### src/rtl/bf16_pkg.sv
// bf16_pkg: bf16 field layout, widths and the subnormal flush helper
package bf16_pkg;
  localparam int BF16_EXP_W = 8;
  localparam int BF16_MAN_W = 7;
  typedef struct packed {
    logic                  sign;
    logic [BF16_EXP_W-1:0] exp;
    logic [BF16_MAN_W-1:0] man;
  } bf16_t;
  function automatic bf16_t bf16_ftz(input bf16_t x);
    bf16_t r;
    r = x;
    if (x.exp == '0) r.man = '0;
    return r;
  endfunction
endpackage

### src/rtl/bf16_rsp_fifo.sv
// bf16_rsp_fifo: per-requester in-order result buffer; head reads as 0 when empty
module bf16_rsp_fifo #(
  parameter int DEPTH = 4
) (
  input  logic        clk,
  input  logic        rst,
  input  logic        wr_en,
  input  logic [15:0] wr_data,
  input  logic        rd_en,
  output logic [15:0] rd_data,
  output logic        valid
);
  localparam int AW = $clog2(DEPTH);
  logic [15:0]   mem [DEPTH];
  logic [AW-1:0] wp, rp;
  logic [AW:0]   cnt;
  logic          pop;
  assign valid   = cnt != '0;
  assign pop     = rd_en && valid;
  assign rd_data = valid ? mem[rp] : '0;
  always_ff @(posedge clk or posedge rst)
    if (rst) begin
      wp  <= '0;
      rp  <= '0;
      cnt <= '0;
    end else begin
      if (wr_en) wp <= wp + AW'(1);
      if (pop) rp <= rp + AW'(1);
      cnt <= cnt + {AW'(0), wr_en} - {AW'(0), pop};
    end
  always_ff @(posedge clk)
    if (wr_en) mem[wp] <= wr_data;
endmodule

### src/rtl/bf16_mac_arb.sv
// bf16_mac_arb: round-robin sharing of one external bf16 MAC between two credited requesters.
// Define BF16_FTZ_EN to flush subnormal MAC results to signed zero before buffering.
module bf16_mac_arb
  import bf16_pkg::*;
#(
  parameter int LAT   = 3,
  parameter int DEPTH = 4
) (
  input  logic        clk,
  input  logic        rst,
  input  logic [1:0]  req_valid,
  output logic [1:0]  req_ready,
  input  logic [31:0] req_a,
  input  logic [31:0] req_b,
  input  logic [31:0] req_c,
  output logic        mac_valid,
  output logic [15:0] mac_a,
  output logic [15:0] mac_b,
  output logic [15:0] mac_c,
  input  logic        mac_res_valid,
  input  logic [15:0] mac_res,
  output logic [1:0]  rsp_valid,
  input  logic [1:0]  rsp_ready,
  output logic [31:0] rsp_data,
  output logic        busy,
  output logic        err
);
  localparam int CW = $clog2(DEPTH + 1);
  logic [CW-1:0]  credit [2];
  logic [1:0]     elig, gnt, rsp_hs, wr_en;
  logic           ptr, win, mac_id;
  logic [LAT-1:0] tag_v, tag_id;
  logic [15:0]    wdata;
  // credit covers buffered plus in-flight results, so an eligible grant can never overflow its FIFO
  always_comb begin
    for (int i = 0; i < 2; i++) elig[i] = req_valid[i] && (credit[i] < CW'(DEPTH));
    win = (&elig) ? ptr : elig[1];
    gnt = (rst || !(|elig)) ? 2'b00 : (win ? 2'b10 : 2'b01);
  end
  assign req_ready = gnt;
  assign rsp_hs    = rsp_valid & rsp_ready;
  assign busy      = (credit[0] != '0) || (credit[1] != '0);
  assign wr_en     = {tag_v[LAT-1] && tag_id[LAT-1], tag_v[LAT-1] && !tag_id[LAT-1]};
`ifdef BF16_FTZ_EN
  assign wdata = bf16_ftz(bf16_t'(mac_res));
`else
  assign wdata = mac_res;
`endif
  always_ff @(posedge clk or posedge rst)
    if (rst) begin
      ptr       <= 1'b0;
      mac_valid <= 1'b0;
      mac_id    <= 1'b0;
      mac_a     <= '0;
      mac_b     <= '0;
      mac_c     <= '0;
      tag_v     <= '0;
      tag_id    <= '0;
      err       <= 1'b0;
      credit    <= '{default: '0};
    end else begin
      mac_valid <= |gnt;
      if (|gnt) begin
        ptr    <= ~win;
        mac_id <= win;
        mac_a  <= win ? req_a[31:16] : req_a[15:0];
        mac_b  <= win ? req_b[31:16] : req_b[15:0];
        mac_c  <= win ? req_c[31:16] : req_c[15:0];
      end
      tag_v  <= LAT'({tag_v, mac_valid});
      tag_id <= LAT'({tag_id, mac_id});
      err    <= err || (mac_res_valid != tag_v[LAT-1]);
      for (int i = 0; i < 2; i++) credit[i] <= credit[i] + CW'(gnt[i]) - CW'(rsp_hs[i]);
    end
  for (genvar g = 0; g < 2; g++) begin : g_fifo
    bf16_rsp_fifo #(.DEPTH(DEPTH)) u_fifo (
      .clk     (clk),
      .rst     (rst),
      .wr_en   (wr_en[g]),
      .wr_data (wdata),
      .rd_en   (rsp_ready[g]),
      .rd_data (rsp_data[16*g +: 16]),
      .valid   (rsp_valid[g])
    );
  end
endmodule

### config.mk
export PLATFORM = sky130hd
export DESIGN_NAME = bf16_mac_arb
export DESIGN_NICKNAME = d
export VERILOG_FILES = /design/src/rtl/bf16_pkg.sv /design/src/rtl/bf16_rsp_fifo.sv /design/src/rtl/bf16_mac_arb.sv
export SDC_FILE = /design/constraint.sdc
export NUM_CORES = 1
export LEC_CHECK = 0
export ABC_AREA = 1
export CORE_UTILIZATION = 40
export DETAILED_ROUTE_END_ITERATION = 16
export PLACE_DENSITY = 0.66
export SYNTH_ARGS = -nofsm -noshare
export SYNTH_HDL_FRONTEND = slang
export SYNTH_SLANG_ARGS = --single-unit
### constraint.sdc
create_clock -name clk -period 4.04 [get_ports clk]
set_clock_uncertainty 0.2 [all_clocks]
set_input_delay 0.404 -clock clk [delete_from_list [all_inputs] [get_ports clk]]
set_output_delay 0.404 -clock clk [all_outputs]
set_load 0.1 [all_outputs]
==> Word level (Yosys, flattened, before mapping) <==
Memories as Yosys holds them, arrays and structs flattened.
Cells that the tools add are included.
Widths: inputs -> output; s select.
{ "totals": {"latchBits": 0, "wordCells": 66, "mem_bits_rw": 128, "ff_bits": 78, "mem_bits_ro": 0, "n_memories": 2, "in_bits": 119, "out_inout_bits": 87} }
{ "memory_table": {"columns": ["memory", "words", "word_bits", "rd", "rd_clocked_by_memory_dff", "wr", "line", "source"], "rows": [
  ["g_fifo[0].u_fifo.mem", 4, 16, 1, 0, 1, "bf16_rsp_fifo.sv:14", "logic [15:0] mem [DEPTH];"],
  ["g_fifo[1].u_fifo.mem", 4, 16, 1, 0, 1, "bf16_rsp_fifo.sv:14", null]
]} }
{ "classes": {"mux": 12, "bitwise_logic": 2, "add_sub_neg": 12, "reduce_logical": 18, "multipliers": 0, "magnitude_cmp": 2, "div_mod_pow": 0, "shifts": 0, "n_eq_ne": 1} }
{ "op_table": {"columns": ["operator", "n"], "rows": [
  ["$mux 16", 5],
  ["$add 3x1->3", 4],
  ["$reduce_bool 3->1", 4],
  ["$sub 3x1->3", 4],
  ["$add 2x1->2 const B", 4],
  ["$logic_and 1x1->1", 6],
  ["$lt 3x3->1 const B", 2],
  ["$mux 1", 5],
  ["$mux 2", 2],
  ["$reduce_or 2->1", 2],
  ["$logic_or 1x1->1", 3],
  ["$and 2x2->2", 1],
  ["$logic_not 1->1", 2],
  ["$reduce_and 2->1", 1],
  ["$ne 1x1->1", 1],
  ["$not 1->1", 1]
]} }

==> Depth between registers and ports, before layout <==
{ "depth": {"ltp_word": 8, "depth_mapped": 12, "depth_no_buf": 11} }

==> Hierarchy <==
Synthesis repeated with hierarchy kept, for this count alone.
{ "unflattened": {"cells_unflattened": 1030, "hier_area_um2": 9796.9} }
{ "by_module_without_submodules": {"columns": ["module", "instances", "seq_area_each_um2", "cells_each", "area_per_inst_um2"], "rows": [
  ["bf16_rsp_fifo", 2, 2097.0, 302, 3314.4],
  ["bf16_mac_arb", 1, 1601.5, 426, 3168.0]
]} }

==> Least setup slack after synthesis <==
Ideal clock, no wire load.
{ "synth_path": {"path_type": "input-to-reg", "from": "in rst", "to": "reg credit[5] (netlist name)", "n_path_buf": 1, "path_slack_ns": -1.213, "t_required_ns": 3.711, "arrival_ns": 4.925, "setup_ns": 0.129, "path_stages": 9, "cell_sequence": "inv_1 > nand2_2 > buf_2 > nor2_1 > ha_1 > inv_1 > fa_1 > xnor2_1 > xor2_1"} }
{ "synth_between": {"elab_chain_cells": 4} }
{ "synth_lines": {"columns": ["element", "line", "source"], "rows": [
  ["from (decl)", "bf16_mac_arb.sv:10", "input logic rst,"],
  ["$logic_or 1x1->1", "bf16_mac_arb.sv:38", "gnt = (rst || !(|elig)) ? 2'b00 : (win ? 2'b10 : 2'b01);"],
  ["$mux 2", "bf16_mac_arb.sv:38", null],
  ["via req_ready[0]", "bf16_mac_arb.sv:12", "output logic [1:0] req_ready,"],
  ["$add 3x1->3", "bf16_mac_arb.sv:73", "for (int i = 0; i < 2; i++) credit[i] <= credit[i] + CW'(gnt[i]) - CW'(rsp_hs[i]);"],
  ["$sub 3x1->3", "bf16_mac_arb.sv:73", null],
  ["to (signal assigned)", "bf16_mac_arb.sv:60", "credit <= '{default: '0};"],
  ["to (decl)", "bf16_mac_arb.sv:29", "logic [CW-1:0] credit [2];"]
]} }
The timed path passes the listed nets, and every way through them passes these cells.
A chain may end at the register's enable or synchronous reset.

==> Worst setup path after layout <==
{ "layout_path": {"from": "reg g_fifo[0].u_fifo.rp[1]", "to": "out rsp_data[11]"} }
{ "layout_between": {"elab_chain_cells": 2} }
{ "layout_lines": {"columns": ["element", "line", "source"], "rows": [
  ["from (decl)", "bf16_rsp_fifo.sv:15", "logic [AW-1:0] wp, rp;"],
  ["from (signal assigned)", "bf16_rsp_fifo.sv:28", "if (pop) rp <= rp + AW'(1);"],
  ["$mem_v2 4x16", null, null],
  ["$mux 16", "bf16_rsp_fifo.sv:20", "assign rd_data = valid ? mem[rp] : '0;"],
  ["to (decl)", "bf16_mac_arb.sv:24", "output logic [31:0] rsp_data,"]
]} }
Every way passes these cells.

==> results.md <==
Status:
- The flow ran to the end, and the final reports show no timing, DRC or antenna violations.

STA:
- The number of hold violations in the final report is 0.
- Timing would allow up to 318 MHz.
- The clock period could shrink to 3.15 ns.
- Adding up every negative setup slack in the final design gives 0 ns.
- The slew at the pin closest to its max-slew limit is 1.04 ns.
- The final number of setup-violating endpoints is 0.
- Once routing completed, OpenROAD measured the worst setup slack at 0.891 ns.
- The share of the clock period used by the worst path after layout is 77.9%.
- The tightest slew margin relative to the limit is 30.3%.
- Setup repair after global routing left no endpoint under its margin.
- The number of max-slew violations in the final report was 0.

CTS:
- The clock net in this run drives a total of 206 sinks.
- The number of buffers inserted by hold repair at cts is 0.
- The clock tree from TritonCTS is built.
- The clock passes through at most 3 buffers.
- After clock tree synthesis, the repair step resized 0 gates.
- The clock-pin slew reported for the worst setup and hold paths after clock tree synthesis is 0.06 ns.
- For the worst-skew pair, the clock arrives at the later sink with an insertion delay of 0.50 ns.
- The number of H-tree levels is 1.
- The number of CTS-inserted buffers is 23.
- The clock tree root driver cell is sky130_fd_sc_hd__clkbuf_16.
- The number of buffers added for setup after CTS is 0.

Logic synthesis:
- Counting flops and latches in the post-synthesis netlist gives 206.
- By area the synthesized netlist is led by sky130_fd_sc_hd__edfxtp_1 (43%), sky130_fd_sc_hd__dfrtp_1 (22%), sky130_fd_sc_hd__nand2_1 (11%), sky130_fd_sc_hd__nor2_1 (6.3%), sky130_fd_sc_hd__o21ai_0 (3.5%).
- The number of nets in the synthesized netlist is 1025.
- The sequential share of the synthesized area is 65.1%.
- In this run, distinct cell masters in the synthesized netlist total 24.
- After synthesis the cells add up to 8900 µm².
- Summed over all instances, the cell type with the most area after synthesis is sky130_fd_sc_hd__edfxtp_1.
- The gate count of the mapped netlist is 888.
- The share of synthesized area in the top cell type comes to 43.2%.
- For this run, the number of Yosys warnings is 0.
- The mean cell area of the mapped netlist is 10.0 µm².

Setup path:
- The number of cells on the worst reg-to-reg path is 10.
- The critical path goes through inv_2 > nor2_1 > o21ai_0 > a21oi_1 > buf_4.
- The critical path class is reg -> out.
- The data arrival time at the worst-slack endpoint is 2.54 ns.
- The slack of the worst reg-to-reg path is 1.53 ns.
- The end point of the critical path is rsp_data[11].
- The highest cell delay on the worst timing path is 0.78 ns.
- The endpoint identified for the worst register-to-register timing path is credit[5]$_DFF_PP0_.
- The highest net fanout along the worst path is 18.
- The startpoint identified for the worst register-to-register timing path is credit[5]$_DFF_PP0_.
- Tracing the worst setup path back leads to its startpoint at g_fifo[0].u_fifo.rp[1]$_DFFE_PP0P_.
- The worst setup path is captured at an output port.
- Data on the critical path is required at its endpoint by 3.44 ns.
- STA classifies the critical path startpoint as a flip-flop.
- The cell with the largest stage delay on the worst path is sky130_fd_sc_hd__dfrtp_1.

Cells and area:
- The number of antenna diodes in the final layout is 0.
- The ratio of cells with drive above 1 in the final layout is 8.87%.
- The top cell types in the final layout, fill and taps aside, are sky130_fd_sc_hd__nand2_1 (255), sky130_fd_sc_hd__clkdlybuf4s50_1 (171), sky130_fd_sc_hd__nor2_1 (143), sky130_fd_sc_hd__edfxtp_1 (128), sky130_fd_sc_hd__dfrtp_1 (78).
- Summing all flip-flop and latch instances after layout gives 5800 µm².
- The most frequent standard cell in the layout excluding fill and tap cells is sky130_fd_sc_hd__nand2_1.
- Fill cells in the final layout number 1942.
- The net count of the finished layout is 1215.
- The footprint of the multi-input gates is 2690 µm².
- The post-layout utilization of the core is 54.2%.
- Relative to the synthesized area, the layout overhead comes to 32.8%.
- The finished layout holds 1374 standard cells, fillers aside.

Drt:
- The detail route stage leaves a number of antenna-violating nets equal to 0.
- After detailed routing, the average wire length per cell comes to 15.9 µm.
- The total DRC errors in the routed layout is 0.
- For this block, the via count after detailed routing is 6618.
- The number of DRC violations after detailed-routing iteration 0 is 355.
- The routed design has 21900 µm of wire.
- The pre-antenna-repair detailed-routing pass consisted of 5 iterations.
- The post-detailed-route via-to-cell ratio is 4.82.

Die:
- The area of the placeable core is 21800 µm².
- Once the floorplan was initialized, standard cells occupied 40.8% of the core.
- In this run the horizontal extent of the chip is 151 µm.
- Pin placement for this block handled 206 I/O pins.
- The die height is 151 µm.
- The die covers 22900 µm².
- In this run the core area contains 54 standard-cell rows.

Hold path:
- The worst hold path was traced through 0 stages.
- The worst min-delay path category is reg -> reg.

Place:
- The detailed placer's ending HPWL is 14300 µm.
- The count of input and output buffers is 205.
- The final weighted congestion of routability-driven global placement is 0.821.
- The worst slack at placement is 1.05 ns.
- The total instance count after detailed placement is 1333.

GRT:
- The number of global-route vias before repair is 6440.
- The wire length of the first global-routing pass is 34200 µm.
- The number of antenna violations at the first check in global routing is 0.
- The maximum number of pins on one net before global-route repair is 79.
- The total routing usage reported by global routing is 19.6%.
- Global routing finished with a remaining overflow of 0.

Flow run:
- The tool flagged a number of max-cap violations equal to 0.
==> kinds of logic after synthesis <==
family / after synthesis / share of synthesized area, %
adder cells (fa/ha/maj): 18 / 2.87
XOR/XNOR: 12 / 1.18
AND/OR/NAND/NOR: 458 / 20.2
AO/OA/AOI/OAI: 104 / 5.85
buffers and inverters: 90 / 4.81
flip-flops: 206 / 65.1
==> state kept, by name, indices dropped and copies added, names as in the netlist <==
register,flops
tag_v,3
mac_id,1
mac_c,16
mac_valid,1
mac_a,16
ptr,1
g_fifo.u_fifo.mem,128
g_fifo.u_fifo.cnt,6
g_fifo.u_fifo.rp,4
err,1
tag_id,3
credit,6
g_fifo.u_fifo.wp,4
mac_b,16
==> metrics by stage <==
step	hold WS [ns]	instance area, µm²
2_1_floorplan	0.131	8910
3_3_place_gp	0.132	11100
3_5_place_dp	0.136	11100
4_1_cts	0.154	11800
5_1_grt	0.156	11800
6_report	0.157	11800
==> worst max-delay path: cells and delay by family, from the launching register on <==
| kind | cells | cell delay [ns] |
|---|---|---|
| buf+inv | 2 | 0.67 |
| simple gates | 1 | 0.18 |
| compound gates | 2 | 0.41 |
| flops | 1 | 0.78 |
==> synth_stat cells <==
| cell type | instances |
|---|---|
| sky130_fd_sc_hd__nor4_1 | 1 |
| sky130_fd_sc_hd__clkbuf_2 | 4 |
| sky130_fd_sc_hd__edfxtp_1 | 128 |
| sky130_fd_sc_hd__clkbuf_1 | 5 |
| sky130_fd_sc_hd__nand2_1 | 255 |
| sky130_fd_sc_hd__xnor2_1 | 6 |
| sky130_fd_sc_hd__ha_1 | 14 |
| sky130_fd_sc_hd__buf_6 | 2 |
| sky130_fd_sc_hd__o21ai_1 | 6 |
| sky130_fd_sc_hd__or2_2 | 1 |
| sky130_fd_sc_hd__nand2_2 | 2 |
| sky130_fd_sc_hd__inv_2 | 8 |
| sky130_fd_sc_hd__buf_4 | 9 |
| sky130_fd_sc_hd__inv_1 | 32 |
| sky130_fd_sc_hd__nand3_1 | 49 |
| sky130_fd_sc_hd__fa_1 | 4 |
| sky130_fd_sc_hd__nor2_1 | 149 |
| sky130_fd_sc_hd__buf_2 | 29 |
| sky130_fd_sc_hd__o21ai_0 | 63 |
| sky130_fd_sc_hd__dfrtp_1 | 78 |
| sky130_fd_sc_hd__buf_1 | 1 |
| sky130_fd_sc_hd__a21oi_1 | 35 |
| sky130_fd_sc_hd__xor2_1 | 6 |
| sky130_fd_sc_hd__nand3_2 | 1 |
==> per-layer routing <==
metal	GRT usage, %	up-vias	share of wire (%)	wire length (µm)
met5	0	-	0	0
met4	6.25	0	2.6	560
met3	5.78	32	9.0	1960
met2	32.5	248	48	10600
met1	24.6	3062	40	8780
li1	-	3276	-	-
==> area by class of cell <==
class / count / area share, %
clock buffer: 29 / 5.31
sequential: 206 / 49.0
clock inverter: 12 / 1.10
tap: 280 / 2.96
timing repair buffer: 215 / 17.5
inverter: 40 / 1.30
multi-input combinational: 592 / 22.8
==> worst min path at each step <==
stage | start | to
6_report | tag_v[0]$_DFF_PP0_ | tag_v[1]$_DFF_PP0_
4_1_cts | tag_v[0]$_DFF_PP0_ | tag_v[1]$_DFF_PP0_
2_1_floorplan | tag_id[0]$_DFF_PP0_ | tag_id[1]$_DFF_PP0_
3_5_place_dp | tag_v[0]$_DFF_PP0_ | tag_v[1]$_DFF_PP0_
3_3_place_gp | tag_id[1]$_DFF_PP0_ | tag_id[2]$_DFF_PP0_
5_1_grt | tag_v[0]$_DFF_PP0_ | tag_v[1]$_DFF_PP0_
Power is left out: the tool's default activity adds up to more than one toggle a clock period on the data nets, which glitch-free logic cannot reach.
